File: src/rtl/id_ex_reg.sv
// ID/EX pipeline register with load-use hazard detection, flush/stall control
// and a saturating count of inserted bubbles.
module id_ex_reg (
  input  logic        clk,
  input  logic        reset,
  input  logic        stall_i,
  input  logic        flush_i,
  input  logic        valid_i,
  input  logic [9:0]  ctrl_i,
  input  logic [31:0] pc_i,
  input  logic [31:0] rs1_data_i,
  input  logic [31:0] rs2_data_i,
  input  logic [31:0] imm_i,
  input  logic [4:0]  rs1_i,
  input  logic [4:0]  rs2_i,
  input  logic [4:0]  rd_i,
  input  logic [2:0]  funct3_i,
  input  logic        funct7b5_i,
  output logic [9:0]  ctrl_o,
  output logic [31:0] pc_o,
  output logic [31:0] rs1_data_o,
  output logic [31:0] rs2_data_o,
  output logic [31:0] imm_o,
  output logic [4:0]  rs1_o,
  output logic [4:0]  rs2_o,
  output logic [4:0]  rd_o,
  output logic [2:0]  funct3_o,
  output logic        funct7b5_o,
  output logic        valid_o,
  output logic        hazard_o,
  output logic [15:0] bubble_cnt_o
);

  logic hold;
  logic bubble;

  // A load in EX whose destination (non-x0) is read by the real instruction in ID.
  assign hazard_o = valid_o & ctrl_o[4] & (rd_o != 5'd0) & valid_i &
                    ((rd_o == rs1_i) | (rd_o == rs2_i));

  // Flush outranks stall; a hazard only inserts a bubble when not stalled.
  always_comb begin
    hold   = 1'b0;
    bubble = 1'b0;
    if (flush_i)       bubble = 1'b1;
    else if (stall_i)  hold   = 1'b1;
    else if (hazard_o) bubble = 1'b1;
  end

  always_ff @(posedge clk) begin
    if (reset) begin
      ctrl_o       <= '0;
      pc_o         <= '0;
      rs1_data_o   <= '0;
      rs2_data_o   <= '0;
      imm_o        <= '0;
      rs1_o        <= '0;
      rs2_o        <= '0;
      rd_o         <= '0;
      funct3_o     <= '0;
      funct7b5_o   <= 1'b0;
      valid_o      <= 1'b0;
      bubble_cnt_o <= '0;
    end else if (!hold) begin
      pc_o       <= pc_i;
      rs1_data_o <= rs1_data_i;
      rs2_data_o <= rs2_data_i;
      imm_o      <= imm_i;
      rs1_o      <= rs1_i;
      rs2_o      <= rs2_i;
      rd_o       <= rd_i;
      funct3_o   <= funct3_i;
      funct7b5_o <= funct7b5_i;
      ctrl_o     <= (bubble || !valid_i) ? '0 : ctrl_i;
      valid_o    <= bubble ? 1'b0 : valid_i;
      if (bubble && (bubble_cnt_o != '1))
        bubble_cnt_o <= bubble_cnt_o + 16'd1;
    end
  end

endmodule

File: config.mk
export PLATFORM = sky130hd
export DESIGN_NAME = id_ex_reg
export DESIGN_NICKNAME = d
export VERILOG_FILES = /design/src/rtl/id_ex_reg.sv
export SDC_FILE = /design/constraint.sdc
export NUM_CORES = 1
export LEC_CHECK = 0
export ABC_CLOCK_PERIOD_IN_PS = 4800
export CAP_MARGIN = 20
export CORE_ASPECT_RATIO = 1.75
export CORE_MARGIN = 2
export CORE_UTILIZATION = 35
export DETAILED_ROUTE_END_ITERATION = 6
export DONT_BUFFER_PORTS = 1
export SLEW_MARGIN = 0
export SYNTH_ARGS = -nofsm -noshare
export SYNTH_HDL_FRONTEND = slang
export SYNTH_SLANG_ARGS = --single-unit
export TNS_END_PERCENT = 5
File: constraint.sdc
create_clock -name clk -period 4.8 [get_ports clk]
set_input_delay 1.44 -clock clk [delete_from_list [all_inputs] [get_ports clk]]
set_output_delay 1.44 -clock clk [all_outputs]
set_load 0.05 [all_outputs]
==> summary.md <==
| Metric | Value |
|---|---|
| Ys flop type | dfxtp_1 |
| Initial drt markers | approximately 270 |
| Core Region | ~0.018 sq mm |
| Drt first pass iters | 4 |
| GPL Wtd Cong | ~0.79 |
| FF-to-FF path depth | 7 |
| Worst hold margin | between 600 and 700 ps |
| Synth Register Bits | 174 |
| Sequential-to-total area share from yosys stat | 0.552 |
| Psw | ~1.0 mW |
| Worst-Margin Slew | 943 ps |
| Rows | 65 |
| Syn Std Cell Area | about 0.0063 sq mm |
| Fmax | 246 MHz |
| Internal power | 2.33 mW |
| CTS H-tree lvls | 4 |
| FFs w/ async S/R, synth | 0 |
| Clk pwr share | 0.400 |
| GRT Total Usage | 0.174 |
| Sw frac | 0.310 |
| Setup_tns | 0 ps |
| Initial core utilization | 0.354 |
| Cell count after synthesis | between 700 and 800 |
| Via density | between 5 and 6 |
| Worst-path clk slew | approximately 60 ps |
| Initial antenna violation count | 4 |
| Routed wire length | approximately 18 mm |
| Max transition margin | 0.371 |
| Hold path cells | 2 |
| First-pass GRT wire length | ~26 mm |
| RSZ-0062 raised after global routing | false |
| Drc violations | 0 |
| PwrDens | between 400 and 500 mW/mm^2 |
| Max VDD drop | between 0.15 and 0.2 mV |
| Largest net degree at the start of global routing | between 150 and 200 |
| Post-route antenna net violation count | 0 |
| Die area | 0.0192 sq mm |
| Vias | slightly above 5k |
| Final period util | 0.848 |
| Post-synth EDFFs | 0 |
| Crit-path max FO | 4 |
| Kind of critical path | input pin to primary output |
| Setup bufs post-CTS | 0 |
| Slew Limit Fails | 0 |
| Status | complete, no violations |
| Worst-Skew Late Latency | around 420 ps |
| Number of port buffers | 0 |
| Avg Cell Area, Syn | roughly 8.0 sq um |
| CTS sink count | about 170 |
| Clk buf depth | 2 |
| Routed len/inst | about 17 microns |
| Final hold violation count | 0 |
| Root Buffer | clkbuf_16 |
| Reg2Reg Capture Point | bubble_cnt_o[15]$_SDFFE_PP0P_ |
| Worst Path Required | roughly 3400 ps |
| Vias in the first global route | between 4k and 5k |
| R2R setup slack | about 2100 ps |
| # Max-Cap Violations | 0 |
| Worst Min Path Start | pc_o[24]$_SDFFE_PP0N_ |
| Cell variety after synth | 32 |
| Fraction of layout instances using a drive strength above 1 | 0.0568 |
| Tmin final | approximately 4000 ps |
| Clock skew | 7.28 ps |
| # hold bufs at CTS | 0 |
| P_leak | between 2 and 3 nW |
| Setup crit end kind | primary output |
| Synthesized net count | between 900 and 1k |
| GRT Residual Overflow | 0 |
| Worst min-delay path class | flip-flop to flip-flop |
| CTS tree | built |
| Area Growth Syn to Fin | 11.5% |
| Setup crit start kind | input pin |
| Final setup fails | 0 |
| Net count, final | 925 |
| Sequential power share | 0.552 |
| CTS Buf Count | 17 |
| Resize count post-CTS | 0 |
| Worst R2R Start | bubble_cnt_o[0]$_SDFFE_PP0P_ |
| Die X | roughly 110 microns |
| Number of I/O pins | between 300 and 400 |
| Worst Hold Endpoint | pc_o[24]$_SDFFE_PP0N_ |
| Die Ht | 182 microns |
| Combinational power share | 0.048 |
| HPWL Detailed | about 12 mm |
| Data arrival, critical path | ~2600 ps |
| Synthesis Warnings | 0 |
-- sequential cells by signal, summed over array words and instances (netlist names) --
| signal | cells |
|---|---|
| bubble_cnt_o | 16 |
| ctrl_o | 10 |
| funct3_o | 3 |
| funct7b5_o | 1 |
| imm_o | 32 |
| pc_o | 32 |
| rd_o | 5 |
| rs1_data_o | 32 |
| rs1_o | 5 |
| rs2_data_o | 32 |
| rs2_o | 5 |
| valid_o | 1 |
-- critical path: stages --
cell     delay, ps
xor2_1         150
nor3_1          80
a22oi_1        620
nor3b_2        110
buf_4          220
-- synth_stat cells (2+ instances only) --
master	number	area share
nand2_1	301	0.18
dfxtp_1	174	0.55
a21oi_1	160	0.13
clkbuf_1	51	0.030
nor2_1	18	0.011
a22oi_1	11	0.013
xor2_1	11	0.015
o21ai_1	8	0.0063
nand3_1	7	0.0056
or3_1	7	0.0069
or4_1	6	0.0071
o31ai_1	5	0.0060
and3_1	4	0.0040
nor3_1	4	0.0032
and4_4	3	0.0054
and2_1	2	0.0020
buf_1	2	0.0012
buf_6	2	0.0036
inv_1	2	0.0012
nand4_1	2	0.0020
-- through the flow --
step | cell area (sq um) | util | worst slack, ps | std cells | power (mW)
after floorplan | 6310 | - | 247 | 792 | 2.02
after global placement | 6460 | 0.363 | 689 | 977 | 2.06
after detailed placement | 6460 | 0.363 | 720 | 977 | 2.06
after CTS | 7030 | 0.395 | 709 | 1009 | 3.42
after global routing | 7030 | 0.395 | 661 | 1010 | 3.50
final | 7040 | 0.395 | 731 | 1011 | 3.38
-- worst max-delay path by stage --
stage / from / end / slack [ps]
CTS: rs2_i[4] / hazard_o / 710
floorplan: rs2_i[4] / hazard_o / 250
global route: rs2_i[4] / hazard_o / 660
detailed placement: rs2_i[4] / hazard_o / 720
finish: rs2_i[4] / hazard_o / 730
global placement: rs2_i[4] / hazard_o / 690
-- routing by layer --
metal,GRT usage,routed length [microns],vias up
met3,0.0607,1400,47
met2,0.283,8550,223
met5,0,23,-
met4,0.102,721,4
met1,0.194,6900,2358
li1,-,-,2555
-- power by group through the flow --
stage / Sequential, mW / Combinational (mW) / Clock [mW]
floorplan: 1.88 / 0.149 / 0
global placement: 1.90 / 0.158 / 0
detailed placement: 1.90 / 0.164 / 0
CTS: 1.87 / 0.164 / 1.39
global route: 1.87 / 0.185 / 1.45
finish: 1.86 / 0.161 / 1.35
-- cells by family (layout without fill, tap and decap cells) --
kind of cell	count (synthesis)	in the layout	share of synthesized area
AO/OA/AOI/OAI	190	190	0.162
adder cells (fa/ha/maj)	1	1	0.00198
other	0	2	0
XOR/XNOR	11	11	0.0153
AND/OR/NAND/NOR	358	358	0.231
flip-flops	174	174	0.552
buffers and inverters	57	40	0.0363
multiplexers	1	1	0.00159
-- cell type report --
| class | instances | area, sq um |
|---|---|---|
| Inverter | 2 | 7.51 |
| Antenna cell | 2 | 5.00 |
| Multi-Input combinational cell | 561 | 2620 |
| Sequential cell | 174 | 3480 |
| Fill cell | 1867 | 10800 |
| Clock buffer | 20 | 447 |
| Clock inverter | 12 | 126 |
| Timing Repair Buffer | 6 | 57.6 |
| Tap cell | 234 | 293 |
-- placed cells by master (no fill, tap or decap), types with 3 or more instances in the layout --
master     instances
buf_4              5
o21ai_1            8
a21oi_1          160
o31ai_1            5
and3_1             4
clkbuf_16         17
or3_1              7
or4_1              6
xor2_1            11
nand3_1            7
a22oi_1           11
inv_6              5
nand2_1          301
nor2_1            17
clkinv_4           3
nor3_1             4
dfxtp_1          174
and4_4             3
Power figures use the tool's default switching activity.
